File: src/rtl/lsu.sv
// Load/store unit: turns EXU result bundles into single-beat bus accesses and produces WBU bundles.
// Optional LSU_MISALIGN_CHECK_EN: traps misaligned H/W accesses locally instead of issuing them.
module lsu (
  input  logic        clk,
  input  logic        rst_n,
  input  logic        in_valid,
  output logic        in_ready,
  input  logic [31:0] pc,
  input  logic [4:0]  rd,
  input  logic        R_wen,
  input  logic        mem_wen,
  input  logic        mem_ren,
  input  logic [2:0]  funct3,
  input  logic [31:0] rs2_value,
  input  logic [31:0] EX_result,
  output logic        out_valid,
  input  logic        out_ready,
  output logic [31:0] pc_out,
  output logic [4:0]  rd_out,
  output logic        R_wen_out,
  output logic [31:0] wb_data,
  output logic        misalign,
  output logic        mem_req,
  output logic        mem_we,
  output logic [31:0] mem_addr,
  output logic [31:0] mem_wdata,
  output logic [3:0]  mem_wmask,
  input  logic [31:0] mem_rdata,
  input  logic        mem_ack
);

  typedef enum logic {IDLE, BUS} state_t;

  state_t      state, state_nxt;
  logic        fire;
  logic        is_mem;
  logic        mis_in;
  logic [1:0]  off;
  logic [31:0] st_data;
  logic [3:0]  st_mask;
  logic [2:0]  f3_q;
  logic [1:0]  off_q;
  logic [31:0] shifted;
  logic [31:0] ld_data;

  assign in_ready = (state == IDLE) && (!out_valid || out_ready);
  assign fire     = in_valid && in_ready;
  assign is_mem   = mem_ren || mem_wen;
  assign off      = EX_result[1:0];

`ifdef LSU_MISALIGN_CHECK_EN
  // funct3[1]=1 covers W and the undefined encodings that behave as W
  assign mis_in = is_mem && (((funct3[1:0] == 2'b01) && off[0]) ||
                             (funct3[1] && (off != 2'b00)));
`else
  assign mis_in = 1'b0;
`endif

  always_comb begin
    st_data = rs2_value;
    st_mask = 4'b1111;
    case (funct3[1:0])
      2'b00: begin
        st_data = {4{rs2_value[7:0]}};
        st_mask = 4'b0001 << off;
      end
      2'b01: begin
        st_data = {2{rs2_value[15:0]}};
        st_mask = 4'b0011 << {off[1], 1'b0};
      end
      default: ;
    endcase
  end

  always_comb begin
    shifted = mem_rdata >> {off_q, 3'b000};
    ld_data = shifted;
    case (f3_q[1:0])
      2'b00:   ld_data = f3_q[2] ? {24'h0, shifted[7:0]}
                                 : {{24{shifted[7]}}, shifted[7:0]};
      2'b01:   ld_data = f3_q[2] ? {16'h0, shifted[15:0]}
                                 : {{16{shifted[15]}}, shifted[15:0]};
      default: ;
    endcase
  end

  always_ff @(posedge clk or negedge rst_n) begin
    if (!rst_n) state <= IDLE;
    else        state <= state_nxt;
  end

  always_comb begin
    state_nxt = state;
    case (state)
      IDLE:    if (fire && is_mem && !mis_in) state_nxt = BUS;
      BUS:     if (mem_ack) state_nxt = IDLE;
      default: state_nxt = IDLE;
    endcase
  end

  always_ff @(posedge clk or negedge rst_n) begin
    if (!rst_n) begin
      out_valid <= 1'b0;
      pc_out    <= '0;
      rd_out    <= '0;
      R_wen_out <= 1'b0;
      wb_data   <= '0;
      misalign  <= 1'b0;
      mem_req   <= 1'b0;
      mem_we    <= 1'b0;
      mem_addr  <= '0;
      mem_wdata <= '0;
      mem_wmask <= '0;
      f3_q      <= '0;
      off_q     <= '0;
    end else begin
      case (state)
        IDLE: begin
          if (fire) begin
            pc_out   <= pc;
            rd_out   <= rd;
            wb_data  <= EX_result;
            misalign <= mis_in;
            if (is_mem && !mis_in) begin
              out_valid <= 1'b0;
              R_wen_out <= R_wen && !mem_wen;
              mem_req   <= 1'b1;
              mem_we    <= mem_wen;
              mem_addr  <= {EX_result[31:2], 2'b00};
              mem_wdata <= st_data;
              mem_wmask <= st_mask;
              f3_q      <= funct3;
              off_q     <= off;
            end else begin
              out_valid <= 1'b1;
              R_wen_out <= R_wen && !mis_in;
            end
          end else if (out_ready) begin
            out_valid <= 1'b0;
          end
        end
        BUS: begin
          // Stores return the original byte address as writeback data
          if (mem_ack) begin
            mem_req   <= 1'b0;
            mem_we    <= 1'b0;
            out_valid <= 1'b1;
            wb_data   <= mem_we ? {mem_addr[31:2], off_q} : ld_data;
          end
        end
        default: ;
      endcase
    end
  end

endmodule

File: config.mk
export PLATFORM = sky130hd
export DESIGN_NAME = lsu
export DESIGN_NICKNAME = d
export VERILOG_FILES = /design/src/rtl/lsu.sv
export SDC_FILE = /design/constraint.sdc
export NUM_CORES = 1
export LEC_CHECK = 0
export ABC_AREA = 1
export CORE_ASPECT_RATIO = 1.25
export CORE_MARGIN = 2
export CORE_UTILIZATION = 25
export DETAILED_ROUTE_END_ITERATION = 6
export PLACE_DENSITY = 0.52
export RECOVER_POWER = 50
export SLEW_MARGIN = 10
export SYNTH_ARGS = -nofsm -noshare
export SYNTH_HDL_FRONTEND = slang
export SYNTH_SLANG_ARGS = --single-unit
File: constraint.sdc
create_clock -name clk -period 3.05 [get_ports clk]
set_input_delay 0.61 -clock clk [delete_from_list [all_inputs] [get_ports clk]]
set_output_delay 0.61 -clock clk [all_outputs]
set_load 0.02 [all_outputs]
After elaboration in Yosys (flattened, before gate mapping):

Cells that the tools add are included.

* register bits: 145

* equal/unequal tests: 6
* shifts and indexed selects: 3
* mux-type cells: 25
* bitwise logic cells: 1
* reductions and logical operators: 15

Operators by type and width (number)
* 32-bit one-hot mux with 2 select lines: 3
* 32-bit two-way mux: 5
* 32-bit by 5-bit right shift with 32-bit output: 1
* 1-bit two-way mux: 12
* 1-bit one-hot mux with 2 select lines: 4
* 4-bit one-hot mux with 2 select lines: 1
* 2-bit inequality test, second input constant: 3
* 2-bit AND reduction: 3
* 3-bit AND reduction: 2
* 2-bit by 1-bit == test with 1-bit output, second input constant: 2
* 1-bit logical AND: 4
* 2-bit zero test: 2
* 1-bit by 2-bit left shift with 4-bit output, first input constant: 1
* 2-bit by 2-bit left shift with 4-bit output, first input constant: 1
* 3-bit inequality test, second input constant: 1
* 1-bit zero test: 2
* 1-bit logical OR: 2
* 1-bit NOT: 1

Depth between registers and ports, before layout:

Gate-level depths: netlist of run 1.

* depth after elaboration: 7
* depth in mapped cells: 11

Worst setup path after synthesis of run 1:

Ideal clock, no wire load.

* path kind: input-to-reg
* from: in out_ready
* to: reg wb_data[16]
* library setup time: 122 ps
* data arrival time: 1423 ps
* slack: 1505 ps
* stages on the path: 10
* path buffers: 1
* path through: inv_1 -> nand2_1 -> nand2_4 -> inv_2 -> nand2_4 -> nand2_4 -> inv_4 -> buf_4 -> a21oi_1 -> a21oi_1

* cells in the longest elaborated chain, start to end: 5

RTL lines
* from (decl): line 17 `input logic out_ready,`
* 1-bit logical OR: line 46 `assign in_ready = (state == IDLE) && (!out_valid || out_ready);`
* 1-bit logical AND: line 46
* via in_ready: line 7 `output logic in_ready,`
* 1-bit logical AND: line 47 `assign fire = in_valid && in_ready;`
* 2-bit inequality test (no line)
* 2-bit AND reduction (no line)
* to (signal assigned): line 122 `wb_data <= EX_result;`
* to (signal assigned): line 148 `wb_data <= mem_we ? {mem_addr[31:2], off_q} : ld_data;`
* to (decl): line 21 `output logic [31:0] wb_data,`

The timed path passes the listed nets, and every way through them passes these cells.
A chain may end at the register's enable or synchronous reset.

Worst setup path in the final report of run 1:

* from: reg state
* to: out in_ready

* cells in the longest elaborated chain, start to end: 2

RTL lines
* from (decl): line 34 `state_t state, state_nxt;`
* from (signal assigned): line 89 `else state <= state_nxt;`
* 1-bit NOT (no line)
* 1-bit logical AND: line 46
* to (decl): line 7

Every way passes these cells.

==> summary.md, run 1 <==
| Metric | Value |
|---|---|
| Max-cap violations | `1` |
| Longest Clk Path Bufs | `2` |
| First-pass GRT wire length | `slightly above 40000 um` |
| Kind of critical path | `flip-flop to output pin` |
| Synthesized cell area | `between 7000 and 8000 sq um` |
| Register area share after synthesis | `50.8%` |
| Grt ovf | `0` |
| Synth-to-Final Area Change | `50.2%` |
| Routed Antenna Nets | `0` |
| WP data required | `2.44 ns` |
| Crit-path leading delay family | `buffers and inverters` |
| Synthesized flop and latch total | `about 150` |
| CTS Root Cell | `clkbuf_16` |
| Flop pwr share | `a little under a third` |
| Site Rows | `69` |
| Final Max Slew Viols | `around 60` |
| Fin crit period | `2.59 ns` |
| Failing checks | `max-capacitance violations, max-slew violations` |
| Number of synthesis warnings | `0` |
| Area share of the largest cell type after synthesis | `roughly half` |
| Setup TNS | `0 ns` |
| Inst Count DP | `approximately 1500` |
| Min-delay worst type | `flip-flop to flip-flop` |
| Fin nets | `between 1000 and 1500` |
| Clock sinks | `145` |
| Routed vias/inst | `~4.5` |
| Crit path DAT | `1.98 ns` |
| IO Pins | `287` |
| Fin. Hold Viols | `0` |
| Placed Area | `roughly 10000 sq um` |
| Post-Synthesis Cells | `~920` |
| Place WS | `slightly above 0.5 ns` |
| GRT Util Overall | `~18%` |
| Later-pin clock latency in the skew report | `~0.43 ns` |
| Clock power frac | `a little over a fifth` |
| Die ar. | `around 30000 sq um` |
| Area contributors post-synth | `dfrtp_1 51%, nand2_1 17%, a21oi_1 6.9%` |
| Starting density of the core | `about a quarter` |
| Pwr Total | `10.0 mW` |
| Static leakage | `4.89 nW` |
| Slew margin rel. | `-4.87%` |
| Vias | `6981` |
| Average size of a mapped cell | `a little under 8 sq um` |
| Most frequent cells in the layout | `333 x nand2_1, 282 x clkdlybuf4s50_1, 145 x dfrtp_1` |
| Largest net degree at the start of global routing | `93` |
| Inserted Diodes | `0` |
| Worst path max stage delay | `~0.6 ns` |
| Most common cell after layout, fill and taps aside | `nand2_1` |
| PortBufs | `roughly 280` |
| Crit. End Element | `output pin` |
| Total core area | `around 28000 sq um` |
| Layout cells sized above 1 | `under 10%` |
| Num CTS Buffers | `17` |
| # H-tree levels | `4` |
| Fin Hold WS | `about 0.47 ns` |
| Worst Setup Slack, final | `0.464 ns` |
| Post-DP HPWL | `around 19000 um` |
| CP max FO | `10` |
| Gpl congestion | `0.806` |
| Status | `complete, but fails checks` |
| Psw | `slightly above 4 mW` |
| Fin area | `~11000 sq um` |
| First DRT Iteration DRCs | `between 300 and 400` |
| Final setup skew | `0.0104 ns` |
| CTS tree | `built` |
| Comb pwr share | `47.0%` |
| Drt total wl | `26600 um` |
| Fmax | `around 0.39 GHz` |
| First-pass iteration count of the detailed router | `4` |
| CP Buf/Inv Count | `3` |
| RSZ-0062 raised after global routing | `false` |
| Antenna violations before repair | `1` |
| Tightest Pin Transition | `about 1.6 ns` |
| Vias in the first global route | `between 7000 and 8000` |
| Utilization after layout | `between 30% and 40%` |
| Yosys cell types | `30` |
| Detailed-route DRC error count | `0` |
| Sw frac | `41.1%` |
| Critical-path cell list | `inv_4 > nand2_1 > inv_1 > clkdlybuf4s50_1` |
| Startpoint Class | `flip-flop` |
| Slowest-stage cell, CP | `clkdlybuf4s50_1` |
| Cell taking the most area after synthesis | `dfrtp_1` |
| Chip Height | `193 um` |
| Pwr dens | `about 930 nW/um^2` |
| Final setup fails | `0` |
| P_int | `between 5 and 6 mW` |
| Die X | `between 150 and 200 um` |
| Post-cts hold buffer count | `0` |
| Postcts setup bufs | `0` |
| Routed wire per std cell | `~17 um` |
| Clock transition at the registers of the reported paths | `roughly 0.07 ns` |
| Final Cycle Share | `84.8%` |
| Post-CTS sizing | `0` |
| Layout Cells excl Fill | `approximately 1500` |
| Fillers | `just under 3000` |
| Max IR drop VDD | `roughly 0.37 mV` |
## routing by layer
metal | vias to the layer above | track usage [%] | wire length [um]
li1 | 3466 | - | -
met1 | 3270 | 21.6 | 11000
met2 | 223 | 30.7 | 13300
met3 | 20 | 5.88 | 1950
met4 | 2 | 4.80 | 340
met5 | - | 0 | 16
## cell usage after synthesis
cell	count
a21oi_1	99
a22oi_1	1
a31oi_1	4
buf_1	1
buf_2	22
buf_4	10
buf_6	13
clkbuf_1	15
conb_1	1
dfrtp_1	145
inv_1	32
inv_2	3
inv_4	2
inv_6	1
nand2_1	331
nand2_2	1
nand2_4	4
nand3_1	54
nand3_2	2
nand4_4	1
nor2_1	86
nor2_2	2
nor2_4	1
nor2_8	1
o211ai_1	10
o21a_1	4
o21ai_0	51
o21ai_1	17
o21bai_1	1
or2_2	2
## path summary, 6_finish.rpt
kind,startpoint,endpoint,slack (ns),cells past startpoint
worst min register to register,rd_out[3]$_DFFE_PN0P_,rd_out[3]$_DFFE_PN0P_,0.47,2
worst max-delay path,state$_DFF_PN0_,in_ready,0.46,4
worst min-delay path,rd_out[3]$_DFFE_PN0P_,rd_out[3]$_DFFE_PN0P_,0.47,2
max in group asynchronous,rst_n,rd_out[1]$_DFFE_PN0P_,0.80,2
min in group asynchronous,rst_n,mem_wdata[9]$_DFFE_PN0P_,0.56,1
worst max register to register,state$_DFF_PN0_,mem_wmask[2]$_DFFE_PN0P_,0.52,8
## layout make-up
type / count / area (sq um) / share of cell area [%]
Multi-Input combinational cell: 675 / 2970 / 27.7
Tap cell: 355 / 444 / 4.14
Sequential cell: 145 / 3630 / 33.8
Clock inverter: 14 / 153 / 1.42
Inverter: 38 / 153 / 1.42
Clock buffer: 18 / 439 / 4.10
Timing Repair Buffer: 297 / 2940 / 27.4
## state kept, by name (all words and copies together) (netlist names), 2 cells and up
register,flops
off_q,2
f3_q,3
wb_data,32
mem_wmask,4
mem_addr,30
pc_out,32
mem_wdata,32
rd_out,5
## power groups by stage
stage               clock [mW]  combinational, mW  sequential [mW]
CTS                       2.22               4.82             3.17
finish                    2.15               4.71             3.16
floorplan                    0               1.75             3.95
detailed placement           0               4.81             3.19
global route              2.31               5.15             3.26
global placement             0               4.79             3.18
## cell families (layout without fill, tap and decap cells)
kind of cell	after synthesis	in the layout	share of synthesized area [%]
buffers and inverters	99	367	7.62
AO/OA/AOI/OAI	187	187	13.7
flip-flops	145	145	50.8
other	1	3	0.0525
AND/OR/NAND/NOR	485	485	27.8
## tightest hold or removal path: stages, from the launching register on
cell     delay, ns
dfrtp_1       0.34
nand2_1       0.05
nand2_1       0.05
Note: power is estimated with default switching activity, not from simulation.
==> run 2: changes to the inputs <==
==> constraint.sdc (replaced) <==
create_clock -name clk -period 2.6 [get_ports clk]
set_input_delay 0.52 -clock clk [delete_from_list [all_inputs] [get_ports clk]]
set_output_delay 0.52 -clock clk [all_outputs]
set_load 0.02 [all_outputs]
==> run 2 against run 1 <==
  * Largest power group unchanged
  * Cell area increased by 0.48%
  * Cell count is 0.52% higher
  * Highest routed layer unchanged
  * The run now ends clean
  * Core utilization rose by 0.18 points
==> summary.md, run 2 (synthesized netlist as in run 1, its figures left out) <==
| Metric | Value |
|---|---|
| Comb pwr share | `47.7% (+0.7 points)` |
| Crit-path leading delay family | `buffers and inverters` |
| Sw frac | `41.0% (-0.075 points)` |
| Most common cell after layout, fill and taps aside | `nand2_1` |
| R2R depth | `8 (unchanged)` |
| CP Buf/Inv Count | `4 (+1)` |
| Status | `finished clean` |
| Final Cycle Share | `around nine tenths` |
| Kind of critical path | `input pin to output pin` |
| First DRT Iteration DRCs | `361 (unchanged)` |
| CTS Root Cell | `clkbuf_16` |
| Flop pwr share | `31.5% (about the same)` |
| Pwr Total | `11.8 mW (+17%)` |
| Post-CTS sizing | `0 (unchanged)` |
| Antenna violations before repair | `2 (+1)` |
| Vias | `7078 (+1.4%)` |
| Detailed-route DRC error count | `0 (unchanged)` |
| Post-cts hold buffer count | `0 (unchanged)` |
| Setup TNS | `0 ns (unchanged)` |
| Place WS | `0.242 ns (-0.264 ns)` |
| Synth-to-Final Area Change | `50.9%` |
| CTS tree | `built` |
| WP data required | `2.08 ns (-0.36 ns)` |
| Final setup fails | `0 (unchanged)` |
| # H-tree levels | `4 (unchanged)` |
| Site Rows | `69 (unchanged)` |
| Fmax | `approximately 0.43 GHz` |
| Slew margin rel. | `18.9% (+24 points)` |
| Slowest-stage cell, CP | `clkdlybuf4s50_1` |
| First-pass GRT wire length | `41200 um (+0.40%)` |
| Fin nets | `1325 (+0.53%)` |
| Longest Clk Path Bufs | `2 (unchanged)` |
| Clock sinks | `145 (unchanged)` |
| Total core area | `28200 sq um (unchanged)` |
| Pwr dens | `1090 nW/um^2 (+17%)` |
| Max IR drop VDD | `0.435 mV (+18%)` |
| Critical-path cell list | `clkdlybuf4s50_1 > inv_1 > nand2_1 > nand2_1 > inv_1 > clkdlybuf4s50_1` |
| Fin crit period | `~2.3 ns` |
| Most frequent cells in the layout | `334 x nand2_1, 282 x clkdlybuf4s50_1, 145 x dfrtp_1` |
| Startpoint Class | `input pin` |
| Layout cells sized above 1 | `5.36% (-0.027 points)` |
| PortBufs | `283 (unchanged)` |
| Gpl congestion | `0.813 (+0.92%)` |
| Max-cap violations | `0 (-1)` |
| Crit path DAT | `1.80 ns (-0.18 ns)` |
| Grt ovf | `0 (unchanged)` |
| Worst Setup Slack, final | `0.279 ns (-0.185 ns)` |
| Routed vias/inst | `4.57 (+0.87%)` |
| Die X | `155 um (unchanged)` |
| IO Pins | `287 (unchanged)` |
| Largest net degree at the start of global routing | `84 (-9.7%)` |
| Tightest Pin Transition | `1.22 ns (-0.356 ns)` |
| Postcts setup bufs | `0 (unchanged)` |
| Clock transition at the registers of the reported paths | `0.06 ns (about the same)` |
| Drt total wl | `26800 um (+0.79%)` |
| Psw | `4.82 mW (+17%)` |
| Routed Antenna Nets | `0 (unchanged)` |
| Levels on crit path | `6 (+2)` |
| Num CTS Buffers | `17 (unchanged)` |
| Static leakage | `4.92 nW (+0.44%)` |
| Post-DP HPWL | `19500 um (+2.1%)` |
| Die ar. | `29900 sq um (unchanged)` |
| Vias in the first global route | `7276 (+2.9%)` |
| P_int | `6.94 mW (+17%)` |
| Clock power frac | `20.8% (-0.7 points)` |
| First-pass iteration count of the detailed router | `5 (+1)` |
| Later-pin clock latency in the skew report | `0.43 ns (about the same)` |
| Crit. End Element | `output pin` |
| Fin. Hold Viols | `0 (unchanged)` |
| Largest regs | `mem_wdata: 32 flops, pc_out: 32 flops, wb_data: 32 flops` |
| GRT Util Overall | `18.0% (+0.12 points)` |
| CP max FO | `3 (-7)` |
| Chip Height | `193 um (unchanged)` |
| Worst path max stage delay | `0.60 ns (about the same)` |
| Routed wire per std cell | `17.3 um (+0.27%)` |
| Min-delay worst type | `input pin to asynchronous set/reset pin` |
| RSZ-0062 raised after global routing | `false` |
| Starting density of the core | `25.3% (unchanged)` |
| Final Max Slew Viols | `0 (-100%)` |
| Final setup skew | `0.00921 ns (-0.00114 ns)` |
-- run 2: cell count changes in the layout (fill, tap and decap cells not counted), sizes merged --
cell | before | now
diode | 0 | 2
buf | 10 | 18
clkinvlp | 1 | 3
inv | 43 | 40
clkinv | 6 | 5
-- run 2: worst register-to-register path, stage by stage, from the launching register on --
cell and delay, ns:
dfrtp_1 0.41, inv_4 0.08, nand2_1 0.08, nor2_1 0.17, nand2_1 0.36, inv_1 0.51, buf_12 0.25, nand2_1 0.09
o21ai_0 0.07
-- run 2: power by group through the flow --
stage	Clock, mW	Combinational, mW	Sequential (mW)
after detailed placement	0	5.72	3.73
after global routing	2.63	6.11	3.83
after global placement	0	5.70	3.73
final	2.45	5.60	3.71
after floorplan	0	2.06	4.63
after CTS	2.53	5.73	3.72
-- run 2: worst paths after layout --
check / start / to / slack, ns
worst max-delay path: out_ready / in_ready / 0.28
worst min register to register: pc_out[1]$_DFFE_PN0P_ / pc_out[1]$_DFFE_PN0P_ / 0.47
worst max register to register: state$_DFF_PN0_ / mem_addr[30]$_DFFE_PN0P_ / 0.50
max in group asynchronous: rst_n / mem_addr[17]$_DFFE_PN0P_ / 0.60
min in group clk: pc_out[1]$_DFFE_PN0P_ / pc_out[1]$_DFFE_PN0P_ / 0.47
worst min-delay path: rst_n / mem_wdata[9]$_DFFE_PN0P_ / 0.34
-- run 2: final cells by class --
type / count / area [sq um]
inverter: 38 / 150
fill: 2919 / 17500
clock buffer: 19 / 433
timing repair buffer: 304 / 3030
antenna: 2 / 5.00
tap: 355 / 444
multi-input combinational: 675 / 2950
clock inverter: 12 / 136
sequential: 145 / 3630
-- run 2: per-stage QoR --
step	utilization (%)	hold WS (ns)	std cells	area [sq um]
global route	38.2	0.452	1548	10800
floorplan	-	0.224	919	7150
finish	38.2	0.340	1550	10800
CTS	38.4	0.0231	1548	10800
global placement	36.3	0.454	1517	10300
detailed placement	36.3	0.458	1517	10300
-- run 2: metal layers --
metal | vias to the layer above | share of wire [%] | GRT usage, %
met3 | 36 | 7.9 | 6.26
met5 | - | 0.026 | 0
met4 | 2 | 2.1 | 6.00
li1 | 3473 | - | -
met2 | 260 | 49 | 30.6
met1 | 3307 | 41 | 21.4
